### config.mk
export PLATFORM = sky130hd
export DESIGN_NAME = morse_encoder
export DESIGN_NICKNAME = d
export VERILOG_FILES = /design/src/rtl/morse_encoder.sv
export SDC_FILE = /design/constraint.sdc
export NUM_CORES = 1
export LEC_CHECK = 0
export BUFFER_PORTS_ARGS = -buffer_cell sky130_fd_sc_hd__buf_2
export CAP_MARGIN = 20
export CELL_PAD_IN_SITES_DETAIL_PLACEMENT = 1
export CELL_PAD_IN_SITES_GLOBAL_PLACEMENT = 1
export CORE_MARGIN = 4
export CORE_UTILIZATION = 46
export CTS_CLUSTER_SIZE = 12
export DETAILED_ROUTE_END_ITERATION = 12
export PLACE_DENSITY_LB_ADDON = 0.1
export SETUP_SLACK_MARGIN = 0.1
export SLEW_MARGIN = 20
export SYNTH_ARGS = -nofsm -noshare
export SYNTH_HDL_FRONTEND = slang
export SYNTH_SLANG_ARGS = --single-unit
### constraint.sdc
create_clock -name clk -period 4.3 [get_ports clk]
set_input_delay 0.215 -clock clk [delete_from_list [all_inputs] [get_ports clk]]
set_output_delay 0.215 -clock clk [all_outputs]
set_load 0.005 [all_outputs]
### src/rtl/morse_encoder.sv
// Morse encoder: accepts one ASCII character at a time and emits a stream of
// one-cycle element pulses (dot/dash), followed by a character-space pulse.
// A space character yields a single word-space pulse. An unsupported character
// yields a single err pulse.
// Outputs are decoded from the registered state, so the first pulse appears in
// the cycle after the acceptance edge.
// Optional feature: define MOR_DIGITS_EN to encode '0'-'9'. Without it, digits
// take the error path.
module morse_encoder (
    input  logic       clk,
    input  logic       rst,
    input  logic [7:0] char_in,
    input  logic       char_valid,
    output logic       char_ready,
    output logic       dot_inp,
    output logic       dash_inp,
    output logic       char_space_inp,
    output logic       word_space_inp,
    output logic       err,
    output logic       busy
);

    typedef enum logic [2:0] {
        StIdle = 3'd0,
        StSym  = 3'd1,
        StCsp  = 3'd2,
        StWsp  = 3'd3,
        StErr  = 3'd4
    } state_e;

    state_e     state_q, state_d;
    logic [2:0] len_q, len_d;   // number of elements in the latched code
    logic [4:0] pat_q, pat_d;   // left-aligned pattern; bit 4 is the current element
    logic [2:0] cnt_q, cnt_d;   // elements already emitted

    logic [7:0] upper;
    logic [2:0] lut_len;
    logic [4:0] lut_pat;

    // Look up a character: returns {len, left-aligned pattern}; len 0 means no code.
    function automatic logic [7:0] lookup(input logic [7:0] c);
        logic [7:0] r;
        r = 8'd0;
        case (c)
            8'h41: r = {3'd2, 5'b01000}; // A .-
            8'h42: r = {3'd4, 5'b10000}; // B -...
            8'h43: r = {3'd4, 5'b10100}; // C -.-.
            8'h44: r = {3'd3, 5'b10000}; // D -..
            8'h45: r = {3'd1, 5'b00000}; // E .
            8'h46: r = {3'd4, 5'b00100}; // F ..-.
            8'h47: r = {3'd3, 5'b11000}; // G --.
            8'h48: r = {3'd4, 5'b00000}; // H ....
            8'h49: r = {3'd2, 5'b00000}; // I ..
            8'h4A: r = {3'd4, 5'b01110}; // J .---
            8'h4B: r = {3'd3, 5'b10100}; // K -.-
            8'h4C: r = {3'd4, 5'b01000}; // L .-..
            8'h4D: r = {3'd2, 5'b11000}; // M --
            8'h4E: r = {3'd2, 5'b10000}; // N -.
            8'h4F: r = {3'd3, 5'b11100}; // O ---
            8'h50: r = {3'd4, 5'b01100}; // P .--.
            8'h51: r = {3'd4, 5'b11010}; // Q --.-
            8'h52: r = {3'd3, 5'b01000}; // R .-.
            8'h53: r = {3'd3, 5'b00000}; // S ...
            8'h54: r = {3'd1, 5'b10000}; // T -
            8'h55: r = {3'd3, 5'b00100}; // U ..-
            8'h56: r = {3'd4, 5'b00010}; // V ...-
            8'h57: r = {3'd3, 5'b01100}; // W .--
            8'h58: r = {3'd4, 5'b10010}; // X -..-
            8'h59: r = {3'd4, 5'b10110}; // Y -.--
            8'h5A: r = {3'd4, 5'b11000}; // Z --..
`ifdef MOR_DIGITS_EN
            8'h30: r = {3'd5, 5'b11111}; // 0 -----
            8'h31: r = {3'd5, 5'b01111}; // 1 .----
            8'h32: r = {3'd5, 5'b00111}; // 2 ..---
            8'h33: r = {3'd5, 5'b00011}; // 3 ...--
            8'h34: r = {3'd5, 5'b00001}; // 4 ....-
            8'h35: r = {3'd5, 5'b00000}; // 5 .....
            8'h36: r = {3'd5, 5'b10000}; // 6 -....
            8'h37: r = {3'd5, 5'b11000}; // 7 --...
            8'h38: r = {3'd5, 5'b11100}; // 8 ---..
            8'h39: r = {3'd5, 5'b11110}; // 9 ----.
`endif
            default: r = 8'd0;
        endcase
        return r;
    endfunction

    // Fold lower-case letters onto upper case, then look up the code.
    always_comb begin
        upper = char_in;
        if (char_in >= 8'h61 && char_in <= 8'h7A) begin
            upper = char_in - 8'h20;
        end
        {lut_len, lut_pat} = lookup(upper);
    end

    // State and latched-code registers.
    always_ff @(posedge clk or posedge rst) begin
        if (rst) begin
            state_q <= StIdle;
            len_q   <= 3'd0;
            pat_q   <= 5'd0;
            cnt_q   <= 3'd0;
        end else begin
            state_q <= state_d;
            len_q   <= len_d;
            pat_q   <= pat_d;
            cnt_q   <= cnt_d;
        end
    end

    // Next-state and pulse outputs.
    always_comb begin
        state_d        = state_q;
        len_d          = len_q;
        pat_d          = pat_q;
        cnt_d          = cnt_q;
        char_ready     = 1'b0;
        dot_inp        = 1'b0;
        dash_inp       = 1'b0;
        char_space_inp = 1'b0;
        word_space_inp = 1'b0;
        err            = 1'b0;
        busy           = (state_q != StIdle);

        unique case (state_q)
            StIdle: begin
                char_ready = 1'b1;
                if (char_valid) begin
                    if (lut_len != 3'd0) begin
                        state_d = StSym;
                        len_d   = lut_len;
                        pat_d   = lut_pat;
                        cnt_d   = 3'd0;
                    end else if (char_in == 8'h20) begin
                        state_d = StWsp;
                    end else begin
                        state_d = StErr;
                    end
                end
            end
            StSym: begin
                dash_inp = pat_q[4];
                dot_inp  = ~pat_q[4];
                pat_d    = {pat_q[3:0], 1'b0};
                cnt_d    = cnt_q + 3'd1;
                if (cnt_q == len_q - 3'd1) begin
                    state_d = StCsp;
                end
            end
            StCsp: begin
                char_space_inp = 1'b1;
                state_d        = StIdle;
            end
            StWsp: begin
                word_space_inp = 1'b1;
                state_d        = StIdle;
            end
            StErr: begin
                err     = 1'b1;
                state_d = StIdle;
            end
            default: begin
                state_d = StIdle;
            end
        endcase
    end

endmodule

==> flow_results.xml <==
<?xml version="1.0" encoding="UTF-8"?>
<metrics>
  <group name="worst_setup_path">
    <metric name="rr_startpoint" unit="">state_q[0]$_DFFE_PP0P_</metric>
    <metric name="worst-endpoint-required" unit="ns">4.50</metric>
    <metric name="worst-path-max-fanout" unit="">12</metric>
    <metric name="critPathLaunch" unit="">char_in[1]</metric>
    <metric name="crit_type" unit="">input pin to flop</metric>
    <metric name="setup.worst_path.end_class" unit="">flop</metric>
    <metric name="worstSetupStartpointType" unit="">input pin</metric>
    <metric name="critical_path_arrival" unit="ns">2.61</metric>
  </group>
  <group name="global_route">
    <metric name="grt-ovfl-total" unit="">0</metric>
    <metric name="antenna_violations_before_repair" unit="">0</metric>
    <metric name="grt_pass1_wl" unit="mm">5.11</metric>
    <metric name="grt_start_max_net_pins" unit="">21</metric>
    <metric name="globalRouteTotalUtil" unit="%">19.1</metric>
    <metric name="via_count_of_the_first_global_routing_pass" unit="">1100</metric>
  </group>
  <group name="floorplanning">
    <metric name="top_level_ports" unit="">18</metric>
    <metric name="rows" unit="">18</metric>
    <metric name="floorplan.initialDensity" unit="%">49.0</metric>
    <metric name="die_x" unit="um">59.6</metric>
    <metric name="die_footprint" unit="mm^2">0.00356</metric>
    <metric name="chipHeight" unit="um">59.6</metric>
    <metric name="fp.coreArea" unit="mm^2">0.00250</metric>
  </group>
  <group name="routing">
    <metric name="detail_route.wirelength" unit="mm">3.03</metric>
    <metric name="route.vias.total" unit="">1059</metric>
    <metric name="routedWlPerCell" unit="um">16.4</metric>
    <metric name="drt_iter0_drc" unit="">34</metric>
    <metric name="final_antenna_net_count" unit="">0</metric>
    <metric name="drt_pre_antenna_iters" unit="">4</metric>
    <metric name="via_to_cell_ratio" unit="">5.72</metric>
    <metric name="drc_errors" unit="">0</metric>
  </group>
  <group name="synth">
    <metric name="synth_async_sr_flop_share" unit="%">100</metric>
    <metric name="synth.distinct_cells" unit="">44</metric>
    <metric name="synth.yosys.seq_area_share" unit="%">26.5</metric>
    <metric name="number_of_storage_elements_in_the_synthesis_netlist" unit="">13</metric>
    <metric name="synth_cells" unit="">140</metric>
    <metric name="synthesis.nets" unit="">162</metric>
    <metric name="netlist_area" unit="mm^2">0.00123</metric>
    <metric name="synth-main-ff-cell" unit="">sky130_fd_sc_hd__dfrtp_1</metric>
    <metric name="synthesis.area_per_instance" unit="um^2">8.76</metric>
    <metric name="yosysWarnings" unit="">0</metric>
    <metric name="synth-edff-count" unit="">0</metric>
  </group>
  <group name="sta">
    <metric name="worst_slew_margin_rel" unit="%">32.8</metric>
    <metric name="rsz0062_at_grt" unit="">false</metric>
    <metric name="fin_skew" unit="ns">0.00390</metric>
    <metric name="achievable-frequency" unit="MHz">416</metric>
    <metric name="worst_pin_slew" unit="ns">1.01</metric>
    <metric name="setup_violations" unit="">0</metric>
    <metric name="timing.final.crit_share" unit="%">55.9</metric>
    <metric name="timing.final.crit_period" unit="ns">2.41</metric>
    <metric name="report.final.slew_viol_count" unit="">0</metric>
    <metric name="timing.setup.tns" unit="ns">0</metric>
    <metric name="timing.final.hold_violations" unit="">0</metric>
  </group>
  <group name="clock_tree">
    <metric name="path_clk_slew" unit="ns">0.08</metric>
    <metric name="clock_sinks" unit="">13</metric>
    <metric name="clock_latency" unit="ns">0.28</metric>
    <metric name="h-tree-depth" unit="">1</metric>
    <metric name="cts.repair_timing.setup_buffer_count" unit="">0</metric>
    <metric name="clock_path_buffers" unit="">2</metric>
    <metric name="cts_tree" unit="">built</metric>
    <metric name="cts_root_buf" unit="">sky130_fd_sc_hd__clkbuf_4</metric>
    <metric name="cts-buffers-inserted" unit="">3</metric>
  </group>
  <group name="final_layout">
    <metric name="flow.area_growth_from_synthesis" unit="%">9.39</metric>
    <metric name="drive_gt1_share" unit="%">16.1</metric>
    <metric name="post_layout_nonfiller_instances" unit="">185</metric>
    <metric name="fill_cell_instance_count_of_the_final_layout" unit="">320</metric>
    <metric name="count_of_antenna_diodes_in_the_layout" unit="">0</metric>
    <metric name="fin_nets" unit="">178</metric>
    <metric name="post_route_cell_area" unit="mm^2">0.00134</metric>
  </group>
  <group name="placement">
    <metric name="final_weighted_congestion_in_routability_driven_placement" unit="">0.836</metric>
    <metric name="placed_cell_area" unit="mm^2">0.00131</metric>
    <metric name="dp.final_hpwl" unit="mm">2.35</metric>
    <metric name="portBuffers" unit="">17</metric>
    <metric name="dp_cells" unit="">180</metric>
  </group>
  <group name="status">
    <metric name="outcome" unit="">complete, no violations</metric>
  </group>
  <group name="power">
    <metric name="power.leakage" unit="nW">0.632</metric>
    <metric name="power_density" unit="mW/mm^2">417</metric>
    <metric name="peakVddDrop" unit="V">0.000251</metric>
  </group>
  <group name="job">
    <metric name="maxCapViolations" unit="">0</metric>
  </group>
  <group name="worst_hold_path">
    <metric name="min_path_type" unit="">input pin to flop</metric>
    <metric name="timing.hold.worst.start" unit="">char_valid</metric>
  </group>
</metrics>
power breakdown:
| group | internal (mW) | leakage (nW) | switching (mW) | total (mW) |
|---|---|---|---|---|
| registers | 0.173 | 0.165 | 0.0450 | 0.218 |
| clock network | 0.0360 | 0.0150 | 0.0426 | 0.0787 |
| logic | 0.118 | 0.452 | 0.145 | 0.262 |
| total | 0.327 | 0.632 | 0.232 | 0.559 |
synthesized netlist by cell type, types with 3 or more instances:
cell,number,area share (%)
sky130_fd_sc_hd__inv_1,14,4.3
sky130_fd_sc_hd__dfrtp_1,13,27
sky130_fd_sc_hd__nand2_1,13,4.0
sky130_fd_sc_hd__ha_1,11,11
sky130_fd_sc_hd__mux2i_1,10,8.2
sky130_fd_sc_hd__a21oi_1,7,2.9
sky130_fd_sc_hd__nand2b_1,7,3.6
sky130_fd_sc_hd__nor2_1,6,1.8
sky130_fd_sc_hd__a31oi_1,4,2.0
sky130_fd_sc_hd__o21ai_0,4,1.6
sky130_fd_sc_hd__xnor2_1,4,2.9
sky130_fd_sc_hd__and3_1,3,1.5
sky130_fd_sc_hd__clkbuf_1,3,0.92
sky130_fd_sc_hd__nor2b_1,3,1.5
through the flow:
stage          power [mW]  utilization [%]  hold WS, ns  setup slack (ns)
2_1_floorplan       0.399                -       0.0920              2.47
3_3_place_gp        0.458             52.2        0.256              1.74
3_5_place_dp        0.483             52.2        0.265              1.54
4_1_cts             0.565             53.7        0.233              1.85
5_1_grt             0.608             53.7        0.246              1.64
6_report            0.559             53.7        0.238              1.89
metal layers:
| metal | vias to the layer above | track usage (%) | part of all wire (%) |
|---|---|---|---|
| li1 | 526 | - | - |
| met1 | 507 | 21.7 | 45 |
| met2 | 22 | 36.7 | 50 |
| met3 | 4 | 0.871 | 3.3 |
| met4 | 0 | 7.59 | 1.1 |
| met5 | - | 0 | 0 |
flip-flops by register name, indices dropped and copies added (netlist names):
register,count
pat_q,4
cnt_q,3
len_q,3
state_q,3
worst max-delay path, cell delays in order:
cell                       delay (ns)
sky130_fd_sc_hd__buf_2           0.20
sky130_fd_sc_hd__inv_1           0.11
sky130_fd_sc_hd__ha_1            0.27
sky130_fd_sc_hd__nor2b_1         0.13
sky130_fd_sc_hd__a211oi_1        0.28
sky130_fd_sc_hd__a221oi_1        0.21
sky130_fd_sc_hd__a311oi_2        0.90
sky130_fd_sc_hd__mux2i_1         0.28
repair_timing:
| item | CTS | global route |
|---|---|---|
| endpoints found under the hold margin | 13 | 0 |
| resized for setup | 0 | 0 |
| hold buffers | 1 | 0 |
layout make-up:
class	count	area [um^2]	share of cell area, %
repair buffers	18	95.1	7.09
well taps	30	37.5	2.80
multi-input cells	106	805	60.0
clock buffers	4	26.3	1.96
flip-flops and latches	13	325	24.3
inverters	14	52.6	3.92
kinds of logic after synthesis:
| group | after synthesis | synth area share, % |
|---|---|---|
| flops | 13 | 26.5 |
| compound gates | 31 | 17.5 |
| simple gates | 47 | 21.5 |
| mux | 12 | 11.8 |
| buf+inv | 21 | 7.86 |
| fa+ha+maj | 11 | 11.2 |
| xor+xnor | 5 | 3.57 |
cell usage in the layout (no fill, tap or decap), types with 2 or more instances in the layout:
master,n
sky130_fd_sc_hd__nor3_1,2
sky130_fd_sc_hd__nand2b_1,7
sky130_fd_sc_hd__a31oi_1,4
sky130_fd_sc_hd__clkbuf_4,3
sky130_fd_sc_hd__nor3b_1,2
sky130_fd_sc_hd__o21ai_1,2
sky130_fd_sc_hd__ha_1,11
sky130_fd_sc_hd__nand3_1,2
sky130_fd_sc_hd__buf_2,17
sky130_fd_sc_hd__a21oi_1,7
sky130_fd_sc_hd__xnor2_1,4
sky130_fd_sc_hd__and3_1,3
sky130_fd_sc_hd__mux4_2,2
sky130_fd_sc_hd__inv_1,14
sky130_fd_sc_hd__nor2b_1,3
sky130_fd_sc_hd__nand3b_1,2
sky130_fd_sc_hd__nor2_1,6
sky130_fd_sc_hd__mux2i_1,10
sky130_fd_sc_hd__nand2_1,13
sky130_fd_sc_hd__dfrtp_1,13
sky130_fd_sc_hd__o21ai_0,4
path summary, 6_finish.rpt:
| path | endpoint | slack [ns] | cells after the start |
|---|---|---|---|
| max | pat_q[4]$_DFFE_PP0P_ | 1.89 | 8 |
| min | state_q[2]$_DFFE_PP0P_ | 0.24 | 3 |
| max reg2reg | pat_q[4]$_DFFE_PP0P_ | 2.09 | 4 |
| min reg2reg | len_q[2]$_DFFE_PP0P_ | 0.56 | 2 |
| max in group asynchronous | len_q[1]$_DFFE_PP0P_ | 3.46 | 3 |
| min in group asynchronous | cnt_q[0]$_DFFE_PP0P_ | 0.50 | 3 |
Power figures use the tool's default switching activity.
